### src/rtl/expand_srange_stream.sv
`default_nettype none
// ============================================================================
// Module      : expand_srange_stream
// Description : Unpacks narrow signed lanes from packed words, sign-extends
//               and left-shifts each to OUTW bits, one sample per clock.
//               EXPAND_SCALE_SAT_EN selects saturation instead of wrap.
// Revision    : 1.0
// ============================================================================
module expand_srange_stream #(
    parameter int INW   = 8,
    parameter int OUTW  = 16,
    parameter int LANES = 4,
    parameter int LW    = 2
) (
    input  logic                   clk,
    input  logic                   i_rst,
    input  logic                   i_wordValid,
    output logic                   o_wordReady,
    input  logic [LANES*INW-1:0]   i_word,
    input  logic [LW:0]            i_validLanes,
    input  logic                   i_lastWord,
    input  logic [3:0]             i_shift,
    output logic                   o_sampleValid,
    input  logic                   i_sampleReady,
    output logic [OUTW-1:0]        o_sample,
    output logic                   o_sampleLast
);

    typedef enum logic [0:0] {
        EMPTY = 1'b0,
        HOLD  = 1'b1
    } state_t;

    localparam logic [LW-1:0] c_idxOne = LW'(1);
    localparam logic [LW:0]   c_cntOne = (LW + 1)'(1);
    localparam logic [LW:0]   c_lanes  = (LW + 1)'(LANES);

    state_t                 r_state;
    logic [LANES*INW-1:0]   r_word;
    logic [LW:0]            r_count;
    logic                   r_last;
    logic [3:0]             r_shift;
    logic [LW-1:0]          r_idx;

    logic                   w_outAdvance;
    logic                   w_load;
    logic                   w_lastLane;
    logic                   w_wordXfer;
    logic [INW-1:0]         w_lane;
    logic [OUTW-1:0]        w_reduced;

    assign w_outAdvance = !o_sampleValid || i_sampleReady;
    assign w_load       = (r_state == HOLD) && w_outAdvance;
    assign w_lastLane   = ({1'b0, r_idx} == (r_count - c_cntOne));
    assign o_wordReady  = (r_state == EMPTY) || (w_load && w_lastLane);
    assign w_wordXfer   = i_wordValid && o_wordReady;
    assign w_lane       = r_word[int'(r_idx) * INW +: INW];

`ifdef EXPAND_SCALE_SAT_EN
    localparam int c_extW = OUTW + 15;
    localparam logic [OUTW-1:0] c_max = {1'b0, {(OUTW-1){1'b1}}};
    localparam logic [OUTW-1:0] c_min = {1'b1, {(OUTW-1){1'b0}}};

    logic signed [c_extW-1:0] w_ext;
    logic signed [c_extW-1:0] w_shifted;
    logic [c_extW-OUTW:0]     w_hi;

    assign w_ext     = c_extW'($signed(w_lane));
    assign w_shifted = w_ext <<< r_shift;
    assign w_hi      = w_shifted[c_extW-1:OUTW-1];

    // Representable only when every bit above the OUTW sign bit matches it.
    always_comb begin
        w_reduced = w_shifted[OUTW-1:0];
        if (!((&w_hi) || !(|w_hi))) begin
            w_reduced = w_shifted[c_extW-1] ? c_min : c_max;
        end
    end
`else
    // Low OUTW bits of the wide shift equal a shift done at OUTW width.
    logic signed [OUTW-1:0] w_extN;

    assign w_extN    = OUTW'($signed(w_lane));
    assign w_reduced = w_extN <<< r_shift;
`endif

    always_ff @(posedge clk) begin
        if (i_rst) begin
            r_state       <= EMPTY;
            r_word        <= '0;
            r_count       <= '0;
            r_last        <= 1'b0;
            r_shift       <= '0;
            r_idx         <= '0;
            o_sampleValid <= 1'b0;
            o_sample      <= '0;
            o_sampleLast  <= 1'b0;
        end else begin
            if (w_load) begin
                o_sampleValid <= 1'b1;
                o_sample      <= w_reduced;
                o_sampleLast  <= r_last && w_lastLane;
                r_idx         <= r_idx + c_idxOne;
            end else if (w_outAdvance) begin
                o_sampleValid <= 1'b0;
            end

            if (w_wordXfer) begin
                r_state <= HOLD;
                r_word  <= i_word;
                r_count <= (i_validLanes == '0) ? c_lanes : i_validLanes;
                r_last  <= i_lastWord;
                r_shift <= i_shift;
                r_idx   <= '0;
            end else if (w_load && w_lastLane) begin
                r_state <= EMPTY;
            end
        end
    end

endmodule
`default_nettype wire

### config.mk
export PLATFORM = sky130hd
export DESIGN_NAME = expand_srange_stream
export DESIGN_NICKNAME = d
export VERILOG_FILES = /design/src/rtl/expand_srange_stream.sv
export SDC_FILE = /design/constraint.sdc
export NUM_CORES = 1
export LEC_CHECK = 0
export ABC_AREA = 1
export BUFFER_PORTS_ARGS = -buffer_cell sky130_fd_sc_hd__buf_4
export CORE_MARGIN = 4
export CORE_UTILIZATION = 35
export CTS_BUF_LIST = sky130_fd_sc_hd__clkbuf_8
export DETAILED_ROUTE_END_ITERATION = 6
export SYNTH_ARGS = -nofsm -noshare
export SYNTH_HDL_FRONTEND = slang
export SYNTH_SLANG_ARGS = --single-unit
### constraint.sdc
create_clock -name clk -period 2.2 [get_ports clk]
set_clock_uncertainty 0.15 [all_clocks]
set_input_delay 0.11 -clock clk [delete_from_list [all_inputs] [get_ports clk]]
set_output_delay 0.11 -clock clk [all_outputs]
set_load 0.03 [all_outputs]
==> impl_metrics.py, run 1 <==
metrics = {
    "clock_network": {
        "insertion_delay_ns": 0.34,
        "cts.sink_count": 61,
        "clk_pin_slew_ns": 0.07,
        "cts_root_buf": "clkbuf_8",
        "cts_buffers": 9,
        "h-tree-depth": 3,
        "max-clock-path-buffers": 2,
        "tritoncts": "built",
        "cts_setup_buffers": 0,
    },
    "floorplan": {
        "die_x_um": 98.20,
        "initial_core_util": 0.3647,
        "fp.coreArea_um2": 7807,
        "die_y_um": 98.20,
        "dieArea_um2": 9643,
        "fp-row-count": 32,
        "pin_count": 63,
    },
    "worst_hold_path": {
        "hold_class": "flop to flop",
    },
    "logic_synthesis": {
        "ys_warn_count": 0,
        "synth-edff-count": 0,
        "synth.avg_cell_area_um2": 6.879,
        "synth.cell_area_um2": 2848,
        "synth_seq_area_share": 0.4288,
        "synth_top_flop_cell": "dfxtp_1",
        "synth_nets": 459,
        "yosysUniqueCellTypes": 26,
        "async_flop_share": 0,
        "synth_cells": 414,
        "ys_ff_latch": 61,
    },
    "global_route": {
        "antenna_found_initial": 0,
        "grt_overflow": 0,
        "grt_first_pass_wirelength_um": 13510,
        "grt_pass1_vias": 2827,
        "grt_max_degree": 37,
        "track_usage": 0.1713,
    },
    "detailed_routing": {
        "via_per_inst": 4.777,
        "drtIter0Drc": 78,
        "wire_per_inst_um": 12.45,
        "drt_pre_antenna_iters": 5,
        "drc_errors": 0,
        "vias": 2976,
        "wirelength_um": 7756,
        "ant_nets": 0,
    },
    "power": {
        "ir_drop_mv": 0.3472,
        "p_per_area_nw_per_um2": 738.8,
        "p_total_mw": 2.976,
        "leakage_nw": 1.785,
    },
    "final_layout": {
        "fill_cells": 796,
        "area_delta_synth_final_pct": 41.48,
        "n_antenna_cell": 0,
        "layout_common_cells": "nand2_1, nor2_1, buf_4, dfxtp_1, nand3_1",
        "layout_commonest_cell": "nand2_1",
        "drive_above_1_share": 0.1804,
        "final_cells": 623,
        "fin_nets": 561,
        "fin_area_um2": 4029,
    },
    "critical_path": {
        "worst_ep_required_time_ns": 2.27,
        "path_cells": "inv_1, ha_1, xor2_1, o21ai_1, nor2_2, nand2_2, nand2_4, nand2_4, buf_4, o21ai_0, nor2_1",
        "start_kind": "flop",
        "path_common_cell": "nand2_4",
        "cp-end-kind": "flop",
        "timing.rr.end": "r_word[16]",
        "r2r_start": "r_count[0]",
        "crit_fanout": 19,
        "critPathSlowestCell": "dfxtp_1",
        "crit_type": "flop to flop",
        "crit_start": "r_count[0]",
        "slowest_delay_ns": 0.33,
        "r2r_cells": 11,
        "reg2reg_setup_slack_ns": 0.16,
        "crit_end": "r_word[16]",
        "cp.arrival_ns": 2.11,
    },
    "sta": {
        "drv_slew": 0,
        "worstMarginPinSlew_ns": 0.5488,
        "fmax_ghz": 0.4909,
        "slew_headroom": 0.6337,
        "period_share": 0.9260,
        "grt_setup_unrepaired": "yes",
        "finalHoldViolCount": 0,
        "finalSetupViolCount": 0,
        "period_needed_ns": 2.037,
    },
    "run_status": {
        "outcome": "complete, no violations",
    },
    "place": {
        "place_area_um2": 3358,
        "io_buffers": 62,
        "gp_congestion": 0.8549,
        "dp.cells": 563,
        "dpl.hpwl_um": 5487,
    },
    "job": {
        "drv_cap": 0,
    },
}
metal layers:
layer | GRT usage | up-vias | share of wire
li1 | - | 1565 | -
met1 | 0.2218 | 1343 | 0.45
met2 | 0.2827 | 60 | 0.49
met3 | 0.04286 | 8 | 0.049
met4 | 0.05042 | 0 | 0.0095
met5 | 0 | - | 0
worst min path at each step:
stage / from / end / cells after the start
3_5_place_dp: i_word[28] / r_word[28] / 3
6_report: r_count[1] / r_count[1] / 2
4_1_cts: o_sample[10] / o_sample[10] / 2
3_3_place_gp: i_word[6] / r_word[6] / 3
5_1_grt: r_count[1] / r_count[1] / 2
2_1_floorplan: i_rst / r_idx[0] / 1
Yosys cell counts (3+ instances only):
library cell	instances	area share
nand2_1	89	0.12
nor2_1	79	0.10
dfxtp_1	61	0.43
nand3_1	60	0.11
a21oi_1	25	0.044
o21ai_1	23	0.040
o21ai_0	18	0.032
clkbuf_1	12	0.016
inv_1	11	0.014
buf_6	6	0.024
buf_4	4	0.011
buf_2	3	0.0053
clkinv_1	3	0.0040
nand4_1	3	0.0066
xor2_1	3	0.0092
per-stage QoR:
stage	hold WS, ns	utilization	setup WS, ns	setup TNS [ns]
floorplan	0.03851	-	0.3074	0
global placement	0.1997	0.4301	0.2096	0
detailed placement	0.2028	0.4301	0.1003	0
CTS	0.3157	0.5154	0.06984	0
global route	0.3391	0.5160	-0.002574	-0.002574
finish	0.3134	0.5160	0.1629	0
registers in the layout, summed over array words and instances (netlist names):
register	cells
r_state	1
r_last	1
r_count	3
o_sampleLast	1
r_idx	2
r_shift	4
r_word	32
o_sampleValid	1
o_sample	16
cell type report:
cell class	instances	area, µm²	share of cell area
Sequential cell	61	1221	0.3031
Clock buffer	11	151.4	0.03758
Multi-Input combinational cell	312	1404	0.3484
Tap cell	102	127.6	0.03168
Timing Repair Buffer	116	980.9	0.2435
Clock inverter	5	73.82	0.01832
Inverter	16	70.07	0.01739
critical path: cells and delay by family (launching register included):
| kind | cells | cell delay, ns |
|---|---|---|
| flip-flops | 1 | 0.33 |
| AO/OA/AOI/OAI | 2 | 0.29 |
| adder cells (fa/ha/maj) | 1 | 0.31 |
| XOR/XNOR | 1 | 0.13 |
| AND/OR/NAND/NOR | 5 | 0.42 |
| buffers and inverters | 2 | 0.29 |
timing repair:
action | CTS | global route
resized for setup | 0 | 4
endpoints found under the hold margin | 58 | 0
setup endpoints to repair | 0 | 4
hold buffers | 44 | 0
kinds of logic (layout without fill, tap and decap cells):
kind of cell               after synthesis  in the layout  share of synthesized area
DFF                                     61             61                     0.4288
adders and majority gates                1              1                   0.004393
buffers and inverters                   41            148                    0.07820
AOI/OAI and AO/OA                       70             70                     0.1270
xor gates and xnor gates                 3              3                   0.009228
and+or+nand+nor                        238            238                     0.3524
power breakdown:
part | internal (mW) | switching [mW]
combinational | 0.269 | 0.351
clock | 0.692 | 0.423
sequential | 1.19 | 0.0503
Note: power is estimated with default switching activity, not from simulation.
==> run 2, diff against run 1 <==
- SETUP_SLACK_MARGIN: default -> 0.5
==> impl_metrics.py, run 2 (synthesized netlist as in run 1, its figures left out) <==
metrics = {
    "run_status": {
        "outcome": "complete, no violations",
    },
    "clock_network": {
        "cts_root_buf": "clkbuf_8",
        "max-clock-path-buffers": 2,
        "h-tree-depth": 3,
        "cts_buffers": 9,
        "tritoncts": "built",
        "insertion_delay_ns": 0.34,
        "clk_pin_slew_ns": 0.07,
        "cts.sink_count": 61,
    },
    "final_layout": {
        "area_delta_synth_final_pct": 62.35,
        "fill_cells": 699,
        "drive_above_1_share": 0.3621,
        "final-seq-area_um2": 1232,
        "fin_nets": 573,
        "multi_input_area_um2": 1784,
        "reg_top3": "r_word (32), o_sample (16), r_shift (4)",
        "largest_reg_flops": 32,
        "largest_register": "r_word",
        "layout_commonest_cell": "nand2_1",
        "layout_common_cells": "nand2_1, nor2_1, buf_4, dfxtp_1, dlygate4sd3_1",
        "final_cells": 635,
        "n_antenna_cell": 0,
    },
    "critical_path": {
        "critPathSlowestCell": "dfxtp_2",
        "r2r_cells": 11,
        "crit_type": "flop to output pin",
        "cp.arrival_ns": 1.66,
        "worst_ep_required_time_ns": 1.94,
        "crit_fanout": 3,
        "path_cells": "inv_2, ha_4, xor2_1, o21ai_1, nor2_2, nand2_2, nand2_4, buf_6",
        "start_kind": "flop",
        "slowest_delay_ns": 0.33,
        "cp-end-kind": "output pin",
    },
    "power": {
        "leakage_nw": 1.977,
        "p_per_area_nw_per_um2": 683.5,
        "ir_drop_mv": 0.3628,
    },
    "floorplan": {
        "die_x_um": 98.20,
        "die_y_um": 98.20,
        "pin_count": 63,
        "initial_core_util": 0.3647,
        "fp-row-count": 32,
        "dieArea_um2": 9643,
        "fp.coreArea_um2": 7807,
    },
    "detailed_routing": {
        "via_per_inst": 4.902,
        "drc_errors": 0,
        "wire_per_inst_um": 13.55,
        "ant_nets": 0,
        "drtIter0Drc": 139,
        "wirelength_um": 8603,
        "vias": 3113,
        "drt_pre_antenna_iters": 4,
    },
    "sta": {
        "fmax_ghz": 0.5197,
        "grt_setup_unrepaired": "yes",
        "slew_headroom": 0.3718,
        "drv_slew": 0,
        "period_share": 0.8746,
        "fin_hold_ws_ns": 0.01467,
        "period_needed_ns": 1.924,
        "finalHoldViolCount": 0,
        "finalSetupViolCount": 0,
        "worstMarginPinSlew_ns": 0.9413,
        "setup_tns_ns": 0,
    },
    "place": {
        "dp.cells": 562,
        "dpl.hpwl_um": 5553,
        "io_buffers": 62,
        "gp_congestion": 0.7917,
    },
    "global_route": {
        "grt_first_pass_wirelength_um": 14610,
        "antenna_found_initial": 0,
        "track_usage": 0.1837,
        "grt_max_degree": 23,
        "grt_overflow": 0,
        "grt_pass1_vias": 3099,
    },
    "job": {
        "drv_cap": 0,
    },
    "worst_hold_path": {
        "hold_depth": 3,
        "hold_class": "input pin to flop",
    },
}
==> run 2: cell count changes in the layout (fill, tap and decap cells not counted), moves of 5 or more <==
cell | before | now
dfxtp_1 | 61 | 56
nand2_1 | 89 | 78
nand2_2 | 1 | 12
nand3_1 | 60 | 29
nand3_2 | 0 | 30
o21ai_0 | 16 | 0
o21ai_1 | 25 | 20
o21ai_2 | 0 | 18
==> run 2: timing repair <==
action / CTS / global route
endpoints found under the setup margin: 57 / 59
setup buffers: 7 / 3
hold buffers: 43 / 0
hold endpoints to repair: 58 / 0
pin swaps: 7 / 20
gates resized for setup: 53 / 70
cloned: 2 / 2
==> run 2: final timing paths <==
kind | from | endpoint | slack, ns
setup / recovery | r_count[0] | o_wordReady | 0.28
hold / removal | i_wordValid | r_count[0] | 0.01
setup reg to reg | r_count[0] | r_word[0] | 0.29
hold reg to reg | o_sample[0] | o_sample[0] | 0.32
==> run 2: final cells by class <==
cell class,instances,area share
Clock inverter,2,0.008119
Clock buffer,14,0.04168
Multi-Input combinational cell,313,0.3859
Inverter,16,0.01894
Sequential cell,61,0.2666
Tap cell,102,0.02760
Timing Repair inverter,1,0.001083
Timing Repair Buffer,126,0.2501
==> run 2: critical path: cells and delay by family (launching register included) <==
| kind | cells | cell delay (ns) |
|---|---|---|
| buf+inv | 2 | 0.19 |
| xor+xnor | 1 | 0.14 |
| flops | 1 | 0.33 |
| compound gates | 1 | 0.09 |
| simple gates | 3 | 0.32 |
| fa+ha+maj | 1 | 0.25 |
==> run 2: per-stage QoR <==
stage	cell area [µm²]	power, mW	setup slack, ns	utilization
6_report	4623	3.160	0.2760	0.5921
5_1_grt	4623	3.315	0.1885	0.5921
4_1_cts	4287	3.087	0.3034	0.5490
3_5_place_dp	3395	1.835	0.1120	0.4348
3_3_place_gp	3395	1.826	0.2170	0.4348
2_1_floorplan	2870	1.654	0.3136	-
==> run 2: power breakdown <==
group	internal (mW)	total (mW)	switching (mW)	leakage (nW)
clock	0.678	1.12	0.445	0.115
sequential	1.19	1.25	0.0582	0.505
combinational	0.357	0.787	0.430	1.36
total	2.23	3.16	0.933	1.98
==> run 2: per-layer routing <==
metal | track usage | share of wire | up-vias
met5 | 0 | 0 | -
li1 | - | - | 1590
met1 | 0.2356 | 0.44 | 1453
met4 | 0.05042 | 0.011 | 0
met3 | 0.03357 | 0.039 | 8
met2 | 0.3168 | 0.51 | 62
==> run 3, diff against run 2 <==
--- a/config.mk
+++ b/config.mk
@@ -9,2 +9,4 @@
 export BUFFER_PORTS_ARGS = -buffer_cell sky130_fd_sc_hd__buf_4
+export CELL_PAD_IN_SITES_DETAIL_PLACEMENT = 0
+export CELL_PAD_IN_SITES_GLOBAL_PLACEMENT = 1
 export CORE_MARGIN = 4
@@ -13,2 +15,3 @@
 export DETAILED_ROUTE_END_ITERATION = 6
+export PLACE_DENSITY = 0.84
 export SETUP_SLACK_MARGIN = 0.5
--- a/constraint.sdc
+++ b/constraint.sdc
@@ -4,2 +4,2 @@
 set_output_delay 0.11 -clock clk [all_outputs]
-set_load 0.03 [all_outputs]
+set_load 0.1 [all_outputs]
==> impl_metrics.py, run 3 (synthesized netlist as in run 1, its figures left out) <==
metrics = {
    "final_layout": {
        "fin_nets": 582,
        "largest_reg_flops": 32,
        "largest_register": "r_word",
        "layout_commonest_cell": "buf_4",
        "n_antenna_cell": 0,
        "fill_cells": 598,
        "drive_above_1_share": 0.4557,
        "fin_area_um2": 5079,
        "final_cells": 644,
        "area_delta_synth_final_pct": 78.34,
        "reg_top3": "r_word (32), o_sample (16), r_shift (4)",
        "utilization": 0.6505,
        "layout_common_cells": "buf_4, nor2_1, nand2_1, dfxtp_1, dlygate4sd3_1",
    },
    "power": {
        "p_per_area_nw_per_um2": 678.9,
        "power_frac_seq": 0.368,
        "leakage_nw": 2.194,
        "power_switching_mw": 1.134,
        "comb_power_share": 0.299,
        "power.internal_mw": 2.313,
        "ir_drop_mv": 0.4978,
        "p_total_mw": 3.448,
        "swShare": 0.3290,
        "pwr-share-clk": 0.333,
    },
    "sta": {
        "worstMarginPinSlew_ns": 0.8928,
        "period_share": 0.9344,
        "finalHoldViolCount": 0,
        "fin_hold_ws_ns": 0.04443,
        "grt_setup_unrepaired": "yes",
        "fmax_ghz": 0.4865,
        "slew_headroom": 0.4041,
        "setup_tns_ns": 0,
        "drv_slew": 0,
        "fin_ws_ns": 0.1443,
        "period_needed_ns": 2.056,
        "finalSetupViolCount": 0,
    },
    "run_status": {
        "outcome": "complete, no violations",
    },
    "clock_network": {
        "h-tree-depth": 3,
        "insertion_delay_ns": 0.35,
        "cts_buffers": 9,
        "cts_root_buf": "clkbuf_8",
        "max-clock-path-buffers": 2,
        "cts.sink_count": 61,
        "tritoncts": "built",
        "clk_pin_slew_ns": 0.07,
    },
    "detailed_routing": {
        "wirelength_um": 9342,
        "vias": 3254,
        "drtIter0Drc": 132,
        "ant_nets": 0,
        "via_per_inst": 5.053,
        "drc_errors": 0,
        "wire_per_inst_um": 14.51,
        "drt_pre_antenna_iters": 4,
    },
    "global_route": {
        "grt_pass1_vias": 3026,
        "grt_overflow": 0,
        "track_usage": 0.1759,
        "antenna_found_initial": 0,
        "grt_max_degree": 26,
        "grt_first_pass_wirelength_um": 13830,
    },
    "job": {
        "drv_cap": 0,
    },
    "critical_path": {
        "path_cells": "inv_2, ha_4, xor2_1, o21ai_1, nor2_2, nand2_2, nand2_8, buf_12",
        "start_kind": "flop",
        "crit_buf_inv": 2,
        "cp-end-kind": "output pin",
        "cp.arrival_ns": 1.80,
        "r2r_cells": 13,
        "critPathTopFamily": "flip-flops",
        "worst_ep_required_time_ns": 1.94,
        "critPathSlowestCell": "dfxtp_2",
        "slowest_delay_ns": 0.35,
        "crit_fanout": 3,
        "crit_type": "flop to output pin",
        "path_depth": 8,
    },
    "worst_hold_path": {
        "hold_depth": 5,
        "hold_class": "input pin to flop",
    },
    "floorplan": {
        "die_y_um": 98.20,
        "die_x_um": 98.20,
        "pin_count": 63,
        "initial_core_util": 0.3647,
        "dieArea_um2": 9643,
        "fp-row-count": 32,
        "fp.coreArea_um2": 7807,
    },
    "place": {
        "gp_congestion": 0.8196,
        "dp.cells": 562,
        "io_buffers": 62,
        "place_ws_ns": 0.1905,
        "place_area_um2": 3395,
        "dpl.hpwl_um": 5514,
    },
}
==> run 3: changes by cell type in the layout (fill, tap and decap cells not counted), sizes merged <==
cell	delta
inv	+1
clkinv	+3
bufinv	+1
clkinvlp	-3
buf	+9
nand2	-1
clkbuf	-1
==> run 3: area by class of cell <==
cell class              count  area [µm²]  share of cell area
clock buffers              11       151.4             0.02981
flip-flops and latches     61        1236              0.2434
clock inverters             5       73.82             0.01454
repair buffers            137        1318              0.2594
inverters                  16       88.84             0.01749
multi-input cells         312        2083              0.4102
well taps                 102       127.6             0.02513
==> run 3: tightest hold or removal path: cells and delay by family <==
family | cells | cell delay [ns]
buffers and inverters | 2 | 0.19
and+or+nand+nor | 3 | 0.21
==> run 3: power by group through the flow <==
stage	logic [mW]	clock network (mW)	registers [mW]
floorplan	0.375	0	1.40
global placement	0.671	0	1.27
detailed placement	0.680	0	1.27
CTS	0.789	1.16	1.25
global route	1.11	1.21	1.28
finish	1.03	1.15	1.27
==> run 3: what timing repair did <==
| action | CTS | global route |
|---|---|---|
| endpoints found under the setup margin | 58 | 58 |
| pin swaps | 3 | 46 |
| setup buffers | 5 | 13 |
| gates resized for setup | 32 | 173 |
| gates cloned | 1 | 4 |
| hold buffers | 43 | 0 |
| hold endpoints to repair | 58 | 0 |
==> run 3: final timing paths <==
| path | slack (ns) | startpoint | endpoint |
|---|---|---|---|
| setup reg to reg | 0.17 | r_count[0] | r_word[4] |
| hold reg to reg | 0.32 | o_sample[11] | o_sample[11] |
| hold / removal | 0.04 | i_wordValid | r_word[25] |
| setup / recovery | 0.14 | r_count[0] | o_wordReady |
==> run 3: metal layers <==
| metal | share of wire | routed length (µm) | up-vias | track usage |
|---|---|---|---|---|
| li1 | - | - | 1614 | - |
| met1 | 0.43 | 4005 | 1546 | 0.2204 |
| met2 | 0.51 | 4752 | 81 | 0.2990 |
| met3 | 0.047 | 439 | 13 | 0.03929 |
| met4 | 0.016 | 145 | 0 | 0.05882 |
| met5 | 0 | 0 | - | 0 |
